==> src/rtl/instr_fetch_unit.sv <==
// Fetch stage: PC, in-order imem requests, prefetch FIFO and redirect flush.
// Define IFU_BYPASS_EN to forward a returning word to instr in the same cycle when the FIFO is empty.
module instr_fetch_unit #(
  parameter int                ADDR_W     = 32,
  parameter int                DATA_W     = 32,
  parameter int                FIFO_DEPTH = 4,
  parameter logic [ADDR_W-1:0] RESET_PC   = '0
) (
  input  logic                        clk,
  input  logic                        reset,
  output logic                        imem_req,
  output logic [ADDR_W-1:0]           imem_addr,
  input  logic                        imem_ready,
  input  logic                        imem_rvalid,
  input  logic [DATA_W-1:0]           imem_rdata,
  input  logic                        redirect,
  input  logic [ADDR_W-1:0]           redirect_pc,
  output logic                        instr_valid,
  input  logic                        instr_ready,
  output logic [DATA_W-1:0]           instr,
  output logic [ADDR_W-1:0]           instr_pc,
  output logic [5:0]                  op,
  output logic [$clog2(FIFO_DEPTH):0] fifo_count
);

  localparam int PW = $clog2(FIFO_DEPTH);
  localparam logic [PW+1:0] DEPTH_LIM = (PW+2)'(FIFO_DEPTH);

  typedef logic [PW:0] cnt_t;

  logic [ADDR_W-1:0] fetch_pc;
  logic [ADDR_W-1:0] resp_pc;
  logic [ADDR_W-1:0] redirect_base;
  cnt_t              outstanding;
  cnt_t              drop;
  cnt_t              rd_ptr;
  cnt_t              wr_ptr;
  logic [DATA_W-1:0] data_mem [FIFO_DEPTH];
  logic [ADDR_W-1:0] pc_mem   [FIFO_DEPTH];
  logic [PW+1:0]     owed;
  logic              fifo_empty;
  logic              issue;
  logic              resp_keep;
  logic              bypass_hit;
  logic              push;
  logic              pop;

  assign fifo_count    = wr_ptr - rd_ptr;
  assign fifo_empty    = (fifo_count == '0);
  assign redirect_base = redirect_pc & ~ADDR_W'(3);

  // Words already buffered plus words still owed never exceed the FIFO size, so a push always fits.
  assign owed      = {1'b0, fifo_count} + {1'b0, outstanding};
  assign imem_req  = reset && !redirect && (owed < DEPTH_LIM);
  assign imem_addr = fetch_pc;
  assign issue     = imem_req && imem_ready;
  assign resp_keep = imem_rvalid && !redirect && (drop == '0);

`ifdef IFU_BYPASS_EN
  assign bypass_hit = fifo_empty && resp_keep;
`else
  assign bypass_hit = 1'b0;
`endif

  assign instr_valid = !fifo_empty || bypass_hit;
  assign pop         = !fifo_empty && instr_ready && !redirect;
  assign push        = resp_keep && !(bypass_hit && instr_ready);

  always_comb begin
    instr    = '0;
    instr_pc = '0;
    if (!fifo_empty) begin
      instr    = data_mem[rd_ptr[PW-1:0]];
      instr_pc = pc_mem[rd_ptr[PW-1:0]];
    end else if (bypass_hit) begin
      instr    = imem_rdata;
      instr_pc = resp_pc;
    end
  end

  assign op = instr[DATA_W-1 -: 6];

  // A redirect discards the FIFO and marks every still-owed word, minus one arriving now, as stale.
  always_ff @(posedge clk or negedge reset) begin
    if (!reset) begin
      fetch_pc    <= RESET_PC;
      resp_pc     <= RESET_PC;
      outstanding <= '0;
      drop        <= '0;
      rd_ptr      <= '0;
      wr_ptr      <= '0;
    end else if (redirect) begin
      fetch_pc    <= redirect_base;
      resp_pc     <= redirect_base;
      outstanding <= outstanding - cnt_t'(imem_rvalid);
      drop        <= outstanding - cnt_t'(imem_rvalid);
      rd_ptr      <= wr_ptr;
    end else begin
      if (issue)
        fetch_pc <= fetch_pc + ADDR_W'(4);
      outstanding <= outstanding + cnt_t'(issue) - cnt_t'(imem_rvalid);
      if (imem_rvalid && (drop != '0))
        drop <= drop - cnt_t'(1);
      if (resp_keep)
        resp_pc <= resp_pc + ADDR_W'(4);
      if (push)
        wr_ptr <= wr_ptr + cnt_t'(1);
      if (pop)
        rd_ptr <= rd_ptr + cnt_t'(1);
    end
  end

  always_ff @(posedge clk) begin
    if (push) begin
      data_mem[wr_ptr[PW-1:0]] <= imem_rdata;
      pc_mem[wr_ptr[PW-1:0]]   <= resp_pc;
    end
  end

endmodule

==> config.mk <==
export PLATFORM = sky130hd
export DESIGN_NAME = instr_fetch_unit
export DESIGN_NICKNAME = d
export VERILOG_FILES = /design/src/rtl/instr_fetch_unit.sv
export SDC_FILE = /design/constraint.sdc
export NUM_CORES = 1
export LEC_CHECK = 0
export CAP_MARGIN = 20
export CORE_UTILIZATION = 55
export DETAILED_ROUTE_END_ITERATION = 6
export PLACE_DENSITY = 0.79
export RECOVER_POWER = 25
export SLEW_MARGIN = 0
export SYNTH_ARGS = -nofsm -noshare
export SYNTH_HDL_FRONTEND = slang
export SYNTH_SLANG_ARGS = --single-unit
==> constraint.sdc <==
create_clock -name clk -period 6.2 [get_ports clk]
set_clock_uncertainty 0.05 [all_clocks]
set_input_delay 0.62 -clock clk [delete_from_list [all_inputs] [get_ports clk]]
set_output_delay 0.62 -clock clk [all_outputs]
set_load 0.1 [all_outputs]
==> results of run 1 <==
synthesized netlist by cell type, drive strengths merged (17+ instances only):
cell type    n  area (um2)
edfxtp     248        7447
and2        73       456.7
dfrtp       72        1802
mux4        62        1396
nand2       57       214.0
o21ai       42       210.2
nand3       34       170.2
xnor2       27       236.5
clkbuf      26       97.59
buf         23       143.9
nor2        23       86.33
inv         17       63.81
nand4       17       118.9
final cells by class:
type | instances | area, um2 | area share (%)
clock buffer | 31 | 775.7 | 4.645
clock inverter | 27 | 291.5 | 1.746
inverter | 17 | 63.81 | 0.3821
multi-input combinational | 473 | 4128 | 24.72
sequential | 320 | 9254 | 55.41
tap | 324 | 405.4 | 2.427
timing repair buffer | 182 | 1783 | 10.68
layer usage:
metal / up-vias / wire (um)
met2: 304 / 12710
met3: 43 / 1718
met4: 2 / 537
li1: 3613 / -
met1: 3906 / 11710
met5: - / 13
cells by family (layout without fill, tap and decap cells):
family | count (synthesis) | count (layout)
compound gates | 84 | 84
xor+xnor | 43 | 43
fa+ha+maj | 18 | 18
buf+inv | 66 | 257
flops | 320 | 320
mux | 73 | 73
other cells | 1 | 4
simple gates | 251 | 251
critical path, stage by stage (launching register included):
cell	delay, ns
dfrtp_4	0.63
ha_1	0.20
inv_1	0.05
fa_1	0.36
xnor3_1	0.46
or3_2	0.81
and2_1	0.28
clkdlybuf4s50_1	1.15
state kept, by name, summed over array words and instances (netlist names):
name,cells
data_mem,128
drop,3
imem_addr,30
outstanding,3
pc_mem,120
rd_ptr,3
resp_pc,30
wr_ptr,3
path summary, 6_finish.rpt:
path / start / to / slack (ns)
max: rd_ptr[0] / instr[1] / 1.01
min: outstanding[2] / outstanding[2] / 0.47
max reg2reg: rd_ptr[0] / outstanding[2] / 1.85
min reg2reg: outstanding[2] / outstanding[2] / 0.47
max in group asynchronous: reset / rd_ptr[0] / 4.22
min in group asynchronous: reset / imem_addr[30] / 0.56
metrics by stage:
stage / hold WS, ns / util (%) / cells
after floorplan: 0.2744 / - / 859
after global placement: 0.4605 / 64.25 / 1315
after detailed placement: 0.4606 / 64.25 / 1315
after CTS: 0.4154 / 68.68 / 1374
after global routing: 0.4808 / 68.67 / 1374
final: 0.4708 / 68.67 / 1374
placed cells by master, fill, tap and decap left out, drive strengths merged, types with 4 or more instances in the layout:
| master | Yosys | layout |
|---|---|---|
| a21oi | 9 | 9 |
| a31oi | 4 | 4 |
| a41oi | 5 | 5 |
| and2 | 73 | 73 |
| and3 | 9 | 9 |
| and4 | 4 | 4 |
| buf | 23 | 12 |
| bufinv | 0 | 6 |
| clkbuf | 26 | 32 |
| clkdlybuf4s50 | 0 | 151 |
| clkinv | 0 | 15 |
| clkinvlp | 0 | 4 |
| conb | 1 | 4 |
| dfrtp | 72 | 72 |
| dlygate4sd3 | 0 | 18 |
| edfxtp | 248 | 248 |
| ha | 16 | 16 |
| inv | 17 | 19 |
| mux2 | 9 | 9 |
| mux4 | 62 | 62 |
| nand2 | 57 | 57 |
| nand3 | 34 | 34 |
| nand3b | 4 | 4 |
| nand4 | 17 | 17 |
| nor2 | 23 | 23 |
| nor3 | 8 | 8 |
| nor4 | 8 | 8 |
| o211ai | 11 | 11 |
| o21ai | 42 | 42 |
| o311ai | 9 | 9 |
| or3 | 4 | 4 |
| or4 | 4 | 4 |
| xnor2 | 27 | 27 |
| xor2 | 15 | 15 |
==> flow_metrics.py, run 1 <==
metrics = {
    "status": {
        "outcome": "completed",
    },
    "synth": {
        "synth-adder-area-share_pct": 1.758,
        "ys_seq_area_share_pct": 67.69,
        "avgSynthCellArea_um2": 15.96,
        "synth-edff-count": 248,
        "synth_xor_area_share_pct": 2.857,
        "ys_types": 52,
        "ys_warn_count": 0,
        "ys.flop_type": "edfxtp_1",
        "muxShareOfSynthArea_pct": 11.11,
        "postSynth.asyncResetShare_pct": 22.50,
        "synthCells": 856,
        "synthSimpleGateAreaFrac_pct": 10.55,
        "syn_area_um2": 13660,
        "synth_top_family_by_area": "multiplexers",
        "synth_compound_area_share_pct": 3.782,
        "synth_seq_cells": 320,
    },
    "timing": {
        "period_minus_slack_ns": 5.188,
        "relSlewSlack_pct": 27.28,
        "period_share_pct": 83.67,
        "grt_setup_unrepaired": "false",
        "layout_setup_ws_ns": 1.012,
        "tns_ns": 0,
        "fmax_mhz": 192.8,
        "worstMarginPinSlew_ns": 1.087,
        "setup_violations": 0,
        "slew_violations": 0,
        "hold_viol": 0,
    },
    "clock_tree": {
        "postCtsHoldBufs": 1,
        "post_cts_buffers": 0,
        "postCtsResizedCells": 0,
        "numCtsBuffers": 31,
        "clock_latency_ns": 0.56,
        "cts.clk_slew.worst_paths_ns": 0.06,
        "clock_tree.root_cell": "clkbuf_16",
        "cts.sinks": 320,
        "htree_levels": 1,
        "cts_buffer_depth": 3,
        "tritoncts": "built",
    },
    "routing": {
        "antenna_left": 0,
        "vias": 7868,
        "wl_per_cell_um": 19.42,
        "drt_pass1_iterations": 5,
        "vias_per_cell": 5.726,
        "drcViolationCount": 0,
        "routed_wl_um": 26680,
        "drt_iter0_markers": 522,
    },
    "layout": {
        "final_nets": 1113,
        "antenna-diode-count": 0,
        "fin_area_um2": 16700,
        "area_growth_pct": 22.22,
        "drive_gt1_share_pct": 14.57,
        "fillers": 1612,
    },
    "critical_path": {
        "path_class": "reg2out",
        "required_ns": 5.53,
        "ff2ff_path_depth": 16,
        "worstSetupEndpointType": "primary output",
        "start_kind": "register",
        "cp_max_fo": 65,
        "arrival_ns": 4.52,
    },
    "placement": {
        "place_congestion": 0.8922,
        "dp_slack_ns": 1.573,
        "hpwl_um": 16790,
        "dpl_cell_area_um2": 15630,
        "port_buffers": 170,
    },
    "global_route": {
        "grt_util_met2_pct": 34.87,
        "grt_pass1_vias": 7887,
        "grt_max_degree": 67,
        "antenna_found_initial": 1,
        "use_met1_pct": 30.91,
        "grt.overflow.total": 0,
        "grt_first_pass_wirelength_um": 42700,
        "grt.busiest_layer": "met2",
        "use_met3_pct": 3.377,
        "grt_usage_pct": 21.54,
    },
    "floorplan": {
        "num_rows": 57,
        "die_y_um": 159.6,
        "start_util_pct": 56.19,
        "die_area_um2": 25480,
        "coreArea_um2": 24320,
        "io_pins": 177,
        "die_width_um": 159.6,
    },
    "job": {
        "drv_cap": 0,
    },
    "worst_hold_path": {
        "hold_depth": 1,
        "hold_class": "reg2reg",
    },
}
Power of run 1 is left out: the tool's default activity adds up to more than one toggle a clock period on the data nets, which glitch-free logic cannot reach.
==> run 2, diff against run 1 <==
==> constraint.sdc (replaced) <==
create_clock -name clk -period 5 [get_ports clk]
set_clock_uncertainty 0.05 [all_clocks]
set_input_delay 0.5 -clock clk [delete_from_list [all_inputs] [get_ports clk]]
set_output_delay 0.5 -clock clk [all_outputs]
set_load 0.1 [all_outputs]
==> run 2 against run 1 <==
Clock-buffer cell count up 6. Setup slack improved by 0.0091 ns. Utilization down 0.86 points. Global-route usage up 0.36 points. First-iteration DRC count rose by 32%. Final area is 1.3% lower. Register-to-register slack worse by 0.82 ns. Sequential cell count stayed put. Die area stayed put. Non-clock buffer count up 6.
==> flow_metrics.py, run 2 (synthesis results as in run 1) <==
metrics = {
    "status": {
        "outcome": "completed",
    },
    "timing": {
        "tns_ns": 0,
        "worstMarginPinSlew_ns": 1.044,
        "slew_violations": 0,
        "relSlewSlack_pct": 30.15,
        "period_minus_slack_ns": 3.978,
        "hold_viol": 0,
        "period_share_pct": 79.57,
        "setup_violations": 0,
        "fmax_mhz": 251.4,
        "grt_setup_unrepaired": "false",
    },
    "clock_tree": {
        "clock_latency_ns": 0.55,
        "tritoncts": "built",
        "clock_tree.root_cell": "clkbuf_16",
        "cts_buffer_depth": 3,
        "post_cts_buffers": 0,
        "htree_levels": 1,
        "postCtsResizedCells": 0,
        "cts.clk_slew.worst_paths_ns": 0.06,
        "cts.sinks": 320,
        "numCtsBuffers": 31,
        "postCtsHoldBufs": 0,
    },
    "layout": {
        "final_common_cell": "edfxtp_1",
        "antenna-diode-count": 0,
        "mostFrequentLayoutCells": "edfxtp_1, buf_4, dfrtp_1",
        "largest_register_ffs": 128,
        "area_growth_pct": 20.68,
        "drive_gt1_share_pct": 21.92,
        "final_nets": 1119,
    },
    "global_route": {
        "grt.overflow.total": 0,
        "grt_usage_pct": 21.89,
        "grt_pass1_vias": 7975,
        "antenna_found_initial": 0,
        "grt_first_pass_wirelength_um": 43640,
        "grt_max_degree": 73,
    },
    "floorplan": {
        "start_util_pct": 56.19,
        "num_rows": 57,
        "die_area_um2": 25480,
        "io_pins": 177,
        "coreArea_um2": 24320,
        "die_y_um": 159.6,
        "die_width_um": 159.6,
    },
    "critical_path": {
        "reg2reg_from": "wr_ptr[0]",
        "r2r_slack_ns": 1.03,
        "start_kind": "register",
        "path_class": "reg2out",
        "arrival_ns": 3.43,
        "path_common_cell": "inv_1",
        "regToRegEndpoint": "outstanding[2]",
        "ff2ff_path_depth": 16,
        "crit_buf_inv": 4,
        "path_cells": "inv_1 -> ha_1 -> inv_1 -> fa_1 -> xnor3_2 -> or3_2 -> buf_12 -> and2_1 -> buf_4",
        "crit_family": "simple AND/OR/NAND/NOR gates",
        "required_ns": 4.45,
        "worstSetupEndpointType": "primary output",
        "cp_slowest_cell": "or3_2",
        "cp_max_fo": 50,
        "slowest_delay_ns": 0.61,
    },
    "placement": {
        "hpwl_um": 17230,
        "port_buffers": 170,
        "place_congestion": 0.8694,
    },
    "routing": {
        "drt_iter0_markers": 691,
        "antenna_left": 0,
        "wl_per_cell_um": 19.63,
        "vias_per_cell": 5.747,
        "vias": 7919,
        "drcViolationCount": 0,
        "drt_pass1_iterations": 5,
        "routed_wl_um": 27050,
    },
    "job": {
        "drv_cap": 0,
    },
    "worst_hold_path": {
        "hold_class": "in2async",
    },
}
[run 2: changes by cell type in the layout (fill, tap and decap cells not counted)]
cell,before,now
buf_4,11,86
inv_6,2,0
buf_2,1,2
xnor3_1,1,0
xnor3_2,0,1
dlygate4sd3_1,18,32
clkbuf_1,1,5
buf_12,0,2
clkbuf_8,0,1
clkinv_2,4,7
clkdlybuf4s50_1,151,66
clkinv_1,10,4
clkinvlp_4,3,4
bufinv_16,6,2
[run 2: layer usage]
metal	GRT usage, %	wire, um	vias to the layer above	part of all wire [%]
met5	0	0	-	0
met4	4.983	455	0	1.7
met3	3.766	1956	39	7.2
met2	35.47	13050	302	48
met1	31.42	11580	3961	43
li1	-	-	3617	-
[run 2: final cells by class]
class	count	area [um2]
Sequential cell	320	9254
Timing Repair Buffer	188	1677
Fill cell	1623	7829
Tap cell	324	405.4
Clock buffer	37	808.3
Inverter	17	63.81
Multi-Input combinational cell	473	4129
Clock inverter	19	153.9
[run 2: worst max path at each step]
stage                   start  slack (ns)  cells after the start              to
floorplan           rd_ptr[1]        0.04                     19  outstanding[2]
global placement    wr_ptr[0]        1.14                     16  outstanding[2]
detailed placement  wr_ptr[0]        1.04                     16  outstanding[2]
CTS                 wr_ptr[0]        0.76                      8           op[0]
global route        wr_ptr[0]        0.79                     16  outstanding[2]
finish              wr_ptr[0]        1.02                      9           op[0]
[run 2: per-stage QoR]
step	worst slack [ns]	instances	area (um2)	hold WS, ns	util, %
6_report	1.022	1378	16490	0.1893	67.81
3_5_place_dp	1.042	1321	15510	0.4604	63.77
4_1_cts	0.7588	1377	16470	0.2283	67.73
2_1_floorplan	0.03566	859	13680	0.1544	-
3_3_place_gp	1.138	1321	15510	0.4624	63.77
5_1_grt	0.7853	1378	16490	0.2533	67.81
Power of run 2 is left out for the same reason.
